===== src/rtl/edp_muldiv_seq.sv =====
// Iterative signed multiply/divide sequencer for the EBOX datapath.
// One start pulse runs a full 2W-bit MUL or 2W/W DIV and ends with a single done pulse.
module edp_muldiv_seq #(
    parameter int WIDTH = 36
) (
    input  logic             clk,
    input  logic             reset,
    input  logic             start,
    input  logic             abort,
    input  logic             op,
    input  logic [WIDTH-1:0] a_hi,
    input  logic [WIDTH-1:0] a_lo,
    input  logic [WIDTH-1:0] b,
    output logic             busy,
    output logic             done,
    output logic [WIDTH-1:0] res_hi,
    output logic [WIDTH-1:0] res_lo,
    output logic             ovf
);
    localparam int W     = WIDTH;
    localparam int CNT_W = $clog2(WIDTH + 1);

    localparam logic [2:0] S_IDLE   = 3'd0;
    localparam logic [2:0] S_SETUP  = 3'd1;
    localparam logic [2:0] S_ITER   = 3'd2;
    localparam logic [2:0] S_FIX    = 3'd3;
    localparam logic [2:0] S_FINISH = 3'd4;

    function automatic logic [W-1:0] cond_neg(input logic neg, input logic [W-1:0] v);
        return neg ? -v : v;
    endfunction

    // Unsigned shift-add: {hi,lo} shifts right one place, multiplier bits leave from lo[0].
    function automatic logic [2*W+1:0] mul_step(input logic [W-1:0] hi, input logic [W-1:0] lo,
                                                input logic [W-1:0] m);
        logic [W:0] sum;
        sum = {1'b0, hi} + (lo[0] ? {1'b0, m} : '0);
        return {2'b00, sum[W:1], sum[0], lo[W-1:1]};
    endfunction

    // Non-restoring step: partial remainder r stays in [-m, m), quotient bits enter q from the right.
    function automatic logic [2*W+1:0] div_step(input logic [W+1:0] r, input logic [W-1:0] q,
                                                input logic [W-1:0] m);
        logic signed [W+1:0] r2;
        logic signed [W+1:0] dv;
        logic signed [W+1:0] rn;
        r2 = $signed({r[W:0], q[W-1]});
        dv = $signed({2'b00, m});
        rn = r[W+1] ? r2 + dv : r2 - dv;
        return {rn, q[W-2:0], ~rn[W+1]};
    endfunction

    logic [2:0]       state;
    logic [CNT_W-1:0] cnt;
    logic             op_r, sign_q, sign_r, ovf_r;
    logic [W-1:0]     a_hi_r, a_lo_r, b_r, m_r, lo_r;
    logic [W+1:0]     acc;

    logic             a_neg, b_neg, div_ovf;
    logic [W-1:0]     mag_a, mag_b;
    logic [2*W-1:0]   mag_d;
    logic [W+1:0]     st_r;
    logic [W-1:0]     st_lo, st_m;
    logic [2*W+1:0]   step_out;
    logic [2*W-1:0]   prod_fix;
    logic [W-1:0]     rem_pos, fix_hi, fix_lo;

    assign busy    = (state != S_IDLE);
    assign a_neg   = a_hi_r[W-1];
    assign b_neg   = b_r[W-1];
    assign mag_a   = cond_neg(a_neg, a_hi_r);
    assign mag_b   = cond_neg(b_neg, b_r);
    assign mag_d   = a_neg ? -{a_hi_r, a_lo_r} : {a_hi_r, a_lo_r};
    assign div_ovf = (b_r == '0) || (mag_d[2*W-1:W-1] >= {1'b0, mag_b});

    // SETUP performs the first step directly from the operand magnitudes.
    always_comb begin
        st_r  = acc;
        st_lo = lo_r;
        st_m  = m_r;
        if (state == S_SETUP) begin
            st_r  = op_r ? {2'b00, mag_d[2*W-1:W]} : '0;
            st_lo = op_r ? mag_d[W-1:0] : mag_b;
            st_m  = op_r ? mag_b : mag_a;
        end
    end

    assign step_out = op_r ? div_step(st_r, st_lo, st_m) : mul_step(st_r[W-1:0], st_lo, st_m);

    assign prod_fix = sign_q ? -{acc[W-1:0], lo_r} : {acc[W-1:0], lo_r};
    assign rem_pos  = acc[W+1] ? acc[W-1:0] + m_r : acc[W-1:0];
    assign fix_hi   = op_r ? cond_neg(sign_q, lo_r) : prod_fix[2*W-1:W];
    assign fix_lo   = op_r ? cond_neg(sign_r, rem_pos) : prod_fix[W-1:0];

    always_ff @(posedge clk) begin
        case (state)
            S_IDLE: begin
                if (start) begin
                    op_r   <= op;
                    a_hi_r <= a_hi;
                    a_lo_r <= a_lo;
                    b_r    <= b;
                end
            end
            S_SETUP: begin
                {acc, lo_r} <= step_out;
                m_r         <= st_m;
                sign_q      <= a_neg ^ b_neg;
                sign_r      <= a_neg;
                ovf_r       <= op_r & div_ovf;
            end
            S_ITER: {acc, lo_r} <= step_out;
            S_FIX: begin
                acc  <= {2'b00, fix_hi};
                lo_r <= fix_lo;
            end
            default: ;
        endcase
    end

    always_ff @(posedge clk or posedge reset) begin
        if (reset) begin
            state  <= S_IDLE;
            cnt    <= '0;
            done   <= 1'b0;
            res_hi <= '0;
            res_lo <= '0;
            ovf    <= 1'b0;
        end else begin
            done <= 1'b0;
            if (abort && state != S_IDLE) begin
                state <= S_IDLE;
            end else begin
                case (state)
                    S_IDLE:  if (start && !abort) state <= S_SETUP;
                    S_SETUP: begin
                        cnt   <= CNT_W'(1);
                        state <= (op_r && div_ovf) ? S_FINISH : S_ITER;
                    end
                    S_ITER: begin
                        cnt <= cnt + CNT_W'(1);
                        if (cnt == CNT_W'(W - 1)) state <= S_FIX;
                    end
                    S_FIX:   state <= S_FINISH;
                    S_FINISH: begin
                        state  <= S_IDLE;
                        done   <= 1'b1;
                        res_hi <= ovf_r ? a_hi_r : acc[W-1:0];
                        res_lo <= ovf_r ? a_lo_r : lo_r;
                        ovf    <= ovf_r;
                    end
                    default: state <= S_IDLE;
                endcase
            end
        end
    end
endmodule


===== config.mk =====
export PLATFORM = sky130hd
export DESIGN_NAME = edp_muldiv_seq
export DESIGN_NICKNAME = d
export VERILOG_FILES = /design/src/rtl/edp_muldiv_seq.sv
export SDC_FILE = /design/constraint.sdc
export NUM_CORES = 1
export LEC_CHECK = 0
export BUFFER_PORTS_ARGS = -buffer_cell sky130_fd_sc_hd__buf_2
export CORE_MARGIN = 4
export CORE_UTILIZATION = 50
export DETAILED_ROUTE_END_ITERATION = 8
export HOLD_SLACK_MARGIN = 0.05
export PLACE_DENSITY = 0.68
export SLEW_MARGIN = 10
export SYNTH_ARGS = -nofsm -noshare
export SYNTH_HDL_FRONTEND = slang
export SYNTH_SLANG_ARGS = --single-unit

===== constraint.sdc =====
create_clock -name clk -period 7.8 [get_ports clk]
set_input_delay 0 -clock clk [delete_from_list [all_inputs] [get_ports clk]]
set_output_delay 0 -clock clk [all_outputs]
set_load 0.01 [all_outputs]

* Word level (Yosys, flattened, before mapping)
Cells that the tools add are included.
Cells by class: add/subtract/negate cells 11, $lt $le $gt $ge 1, bitwise operators 4, multiplexer cells 30, reductions and logical operators 16, equality and inequality tests 8
Operators with widths (count):
- two-way mux 36 bit | 15
- two-way mux 72 bit | 2
- negation 36 bit | 4
- negation 72 bit | 2
- two-way mux 38 bit | 2
- case mux 38 bit (2 select lines) | 1
- two-way mux 74 bit | 1
- case mux 36 bit (2 select lines) | 1
- adder 38 x 37 -> 38 bit | 1
- subtractor 38 x 37 -> 38 bit | 1
- adder 36 x 36 -> 37 bit | 1
- greater-or-equal comparator 37 x 36 -> 1 bit | 1
- adder 36 bit | 1
- zero test 36 bit | 1
- two-way mux 3 bit | 4
- case mux 3 bit (4 select lines) | 1
- case mux 6 bit (2 select lines) | 1
- AND reduction 2 bit | 5
- != test 3 bit (second input constant) | 3
- adder 6 x 1 -> 6 bit (second input constant) | 1
- equality test 3 x 2 -> 1 bit (second input constant) | 2
- equality test 6 bit (second input constant) | 1
- nonzero test 2 bit | 2
- equality test 3 x 1 -> 1 bit (second input constant) | 1
- other kinds (11) | 15
Storage, ports and cells: input bits 113, word-level logic and storage cells 87, output and inout bits 75, flip-flop bits (word level) 305

* Longest topological paths before layout
depth after elaboration 9, mapped depth 26, depth with buffers taken out 25

* Worst setup path after synthesis
No wires, ideal clock.
path kind register -> register, from reg a_lo_r[13], to reg lo_r[0] (data pin), data required time 7526 ps, cell stages (with the launch flop) 22, buffers on the path 1, path slack 1472 ps, clock period less this slack 6328 ps, arrival 6054 ps, library setup time 274 ps, cells stage by stage edfxtp_1 -> or4_1 -> or4_1 -> or4_1 -> or3_1 -> or2_2 -> clkbuf_1 -> o21ai_0 -> xnor2_1 -> a22o_1 -> ha_1 -> o21a_1 -> o21ai_0 -> a211oi_1 -> o21ai_0 -> a31o_2 -> a21oi_1 -> a311o_1 -> or4_1 -> a21o_1 -> mux2i_1 -> a211oi_2
Between the ends: longest elaborated chain between the ends 9, elaborated cells on any way between the ends 12, those cells by class add/sub: 3; mux: 8; bitwise: 1
Ends and longest elaborated chain:
- start: declaration | RTL line 56 | logic [W-1:0] a_hi_r, a_lo_r, b_r, m_r, lo_r;
- start signal: assignment | RTL line 101 | a_lo_r <= a_lo;
- negation 72 bit * | RTL line 73 | assign mag_d = a_neg ? -{a_hi_r, a_lo_r} : {a_hi_r, a_lo_r};
- two-way mux 72 bit * | RTL line 73
- two-way mux 36 bit (on tied branches) | RTL line 83, 82
- two-way mux 36 bit or two-way mux 38 bit (tied branches) | RTL line 81 | if (state == S_SETUP) begin
- subtractor 38 x 37 -> 38 bit or adder 38 x 37 -> 38 bit (tied branches) | RTL line 49 | rn = r[W+1] ? r2 + dv : r2 - dv;
- two-way mux 38 bit * | RTL line 49
- inverter 1 bit * | RTL line 50 | return {rn, q[W-2:0], ~rn[W+1]};
- two-way mux 74 bit * | RTL line 88 | assign step_out = op_r ? div_step(st_r, st_lo, st_m) : mul_step(st_r[W-1:0], st_lo, st_m);
- case mux 36 bit (2 select lines) * | RTL line 96 | case (state)
- end signal: assignment | RTL line 106 | {acc, lo_r} <= step_out;
- end signal: assignment | RTL line 112 | S_ITER: {acc, lo_r} <= step_out;
- end signal: assignment | RTL line 115 | lo_r <= fix_lo;
- end: declaration | RTL line 56
Mark *: on every way between the ends. The rest lies on a longest branch, timed or not. A chain may end at the register's enable or synchronous reset.

* Worst setup path in the final report
from reg a_lo_r[3], to reg acc[31] (data pin)
Between the ends: longest elaborated chain between the ends 8, elaborated cells on any way between the ends 12, those cells by class add/sub: 4; mux: 8
Ends and longest elaborated chain:
- negation 72 bit * | RTL line 73
- two-way mux 72 bit * | RTL line 73
- two-way mux 36 bit (on tied branches) | RTL line 83, 82
- two-way mux 36 bit or two-way mux 38 bit (tied branches) | RTL line 81
- subtractor 38 x 37 -> 38 bit or adder 38 x 37 -> 38 bit (tied branches) | RTL line 49
- two-way mux 38 bit | RTL line 49
- two-way mux 74 bit * | RTL line 88
- case mux 38 bit (2 select lines) * | RTL line 96
- end signal: assignment | RTL line 106
- end signal: assignment | RTL line 112
- end signal: assignment | RTL line 114 | acc <= {2'b00, fix_hi};
- end: declaration | RTL line 57 | logic [W+1:0] acc;
Marked as above.

==> metrics <==
Worst-Margin Slew=1250 ps; nets@finish=a little under 4k; Max Fclk=0.135 GHz; Seq/Total Area, Yosys=a little under a third; WP data arrival=7720 ps; maxcap violations=0; Max Root-Sink Buffers=3; vias in the first global route=28.1k; status=complete, no violations; # fillers=5,078; switching share of power=49.1%; Final Setup Violations=0; Startpoint Class=flop; Final period util=95.2%; Ys Warns=0; initial DRC count=4,295; CP max stage delay=670 ps; Die Height=248 um; final hold violations=0; total gr overflow=0; Die X-Extent=roughly 250 um; Post-Syn Instances=roughly 3.4k; Cell Chain, Critical Path=or4_1, or3_1, or4_1, or3_1, or2_2, nand2_1, xnor2_1, a22o_1, ha_1, inv_1, fa_1, nor2b_1, o21ai_0, a21boi_0, o21ai_0, nand3_1, a21oi_1, a21oi_1, a221o_1, xor2_1, o221ai_1, a21oi_1; first-pass GRT wire length=189,000 um; Initial Utilization=50.7%; setup tns final=0 ps; Setup CP Type=flop to flop; Post-Syn Area per Cell=8.57 um^2; endpoint class of the critical path=flop; drt drc=0; GPL Wtd Cong=1.05; Crit Path Max Fanout=9; clk root buf=clkbuf_16; pwr dens=about 360 mW/mm^2; count of cell types in the netlist=104; row cnt=87; worst path bufs/invs=1; Int Pwr=6030 uW; Main synth FF type=edfxtp_1; share of cells above drive strength 1=12.8%; clock skew=between 20 and 30 ps; Worst EP required=8100 ps; P_leak=0.0131 uW; Peak supply drop=0.223 mV; clock share of power=15.3%; Reg clk slew, reported paths=70 ps; Worst-Skew Late Latency=580 ps; Layout area overhead=14.8%; dpl hpwl=101,000 um; part of the power in combinational logic=~59%; Slew Limit Fails=0; Hold Worst Slack=roughly 130 ps; RSZ-0062 raised after global routing=false; ANT nets after route=0; final core occ=58.2%; slowest CP cell=or4_1; most common cell after layout, fill and taps aside=nor2_1; crit-path leading delay family=simple AND/OR/NAND/NOR gates; Flop pwr share=25.2%; CTS tree=done; crit path time final=7430 ps; largest net degree at the start of global routing=91; port bufs=187; max_slew headroom=16.5%; drt total wl=131,000 um; vias post-DR=29.6k; core footprint=0.0567 mm^2; Psw=5810 uW; gr usage total=41.7%; area of the multi-input gates=0.0188 mm^2; Pre-Repair DR Iteration Count=6; total number of H-tree levels=2; Total Power=11,800 uW; number of flops mapped to enable cells by yosys=around 220; die area=0.0614 mm^2; routed len/inst=30.1 um; synthesis-stage register bit count=305; flop-to-flop setup slack=about 370 ps; Boundary Pins=188; setup bufs post-CTS=0; Synthesized Nets=3,626; most frequent cells in the layout=290 x nor2_1, 270 x a21oi_1, 259 x nand2_1, 222 x edfxtp_1, 209 x xnor2_1; # clock sinks=305; most used cell, CP=a21oi_1; clock buffer count from CTS=38; DR vias/cell=just under 7; register area=roughly 0.0087 mm^2; FFs w/ async S/R, synth=27.2%; Netlist Area Pre-Place=0.0288 mm^2; initial antenna violation count=7; worst hold path type=primary input to flop
==> metal layers <==
layer,part of all wire (%),wire length [um],vias to the layer above,GRT usage (%)
li1,-,-,13000,-
met1,40,52900,14300,58.2
met2,42,55200,2063,61.4
met3,14,18400,262,13.7
met4,3.7,4880,4,13.2
met5,0.019,25,-,0
==> path summary, 6_finish.rpt <==
check	depth (start not counted)	startpoint	to
worst min register to register	1	ovf$_DFFE_PP0P_	ovf$_DFFE_PP0P_
max in group asynchronous	5	reset	res_lo[33]$_DFFE_PP0P_
min in group asynchronous	4	reset	res_hi[3]$_DFFE_PP0P_
worst max register to register	22	a_lo_r[3]$_DFFE_PP_	acc[31]$_DFFE_PP_
worst min-delay path	2	a_lo[16]	a_lo_r[16]$_DFFE_PP_
worst max-delay path	22	a_lo_r[3]$_DFFE_PP_	acc[31]$_DFFE_PP_
==> power by group through the flow <==
| stage | sequential, uW | clock (uW) | combinational [uW] |
|---|---|---|---|
| after floorplan | 2670 | 0 | 4610 |
| after global placement | 2930 | 0 | 6580 |
| after detailed placement | 2950 | 0 | 6670 |
| after CTS | 2930 | 1800 | 6760 |
| after global routing | 3000 | 1870 | 7550 |
| final | 2990 | 1820 | 7040 |
==> registers in the layout, indices dropped and copies added, names as in the netlist, 3 cells and up <==
name,cells
res_lo,36
cnt,6
res_hi,36
a_lo_r,36
state,3
b_r,36
a_hi_r,36
acc,38
lo_r,36
m_r,36
==> cells in the mapped netlist (all sizes together) (66+ instances only) <==
cell | instances | area (um^2)
edfxtp | 222 | 6670
xnor2 | 209 | 1830
nor3 | 96 | 485
a21oi | 270 | 1350
nand2 | 259 | 972
nor2 | 293 | 1100
ha | 152 | 1900
nand3 | 66 | 335
xor2 | 141 | 1230
inv | 82 | 308
clkbuf | 174 | 653
a21o | 73 | 548
dfrtp | 83 | 2080
mux2i | 107 | 1070
o21ai | 213 | 1070
==> area by class of cell <==
type | count | area share, %
antenna | 1 | 0.00758
clock buffer | 48 | 3.18
clock inverter | 22 | 0.569
inverter | 82 | 0.936
multi-input combinational | 2742 | 57.1
sequential | 305 | 26.5
tap | 756 | 2.87
timing repair buffer | 410 | 8.85
==> logic make-up after synthesis <==
group                      count (synthesis)  share of synthesized area [%]
DFF                                      305                           30.4
AOI/OAI and AO/OA                        986                           22.6
xor gates and xnor gates                 350                           10.7
and+or+nand+nor                         1114                           19.8
buffers and inverters                    311                           4.23
adders and majority gates                155                           6.82
muxes                                    137                           5.56
==> through the flow <==
stage / cells / cell area, um^2 / setup slack, ps
after floorplan: 3358 / 28800 / 1470
after global placement: 4181 / 30600 / 693
after detailed placement: 4181 / 30600 / 567
after CTS: 4365 / 33000 / 541
after global routing: 4365 / 33000 / 73.2
final: 4366 / 33000 / 371
==> timing repair <==
item	in CTS	in global routing
hold buffers	114	0
resized for setup	0	0
hold endpoints to repair	178	0
Power figures use the tool's default switching activity.
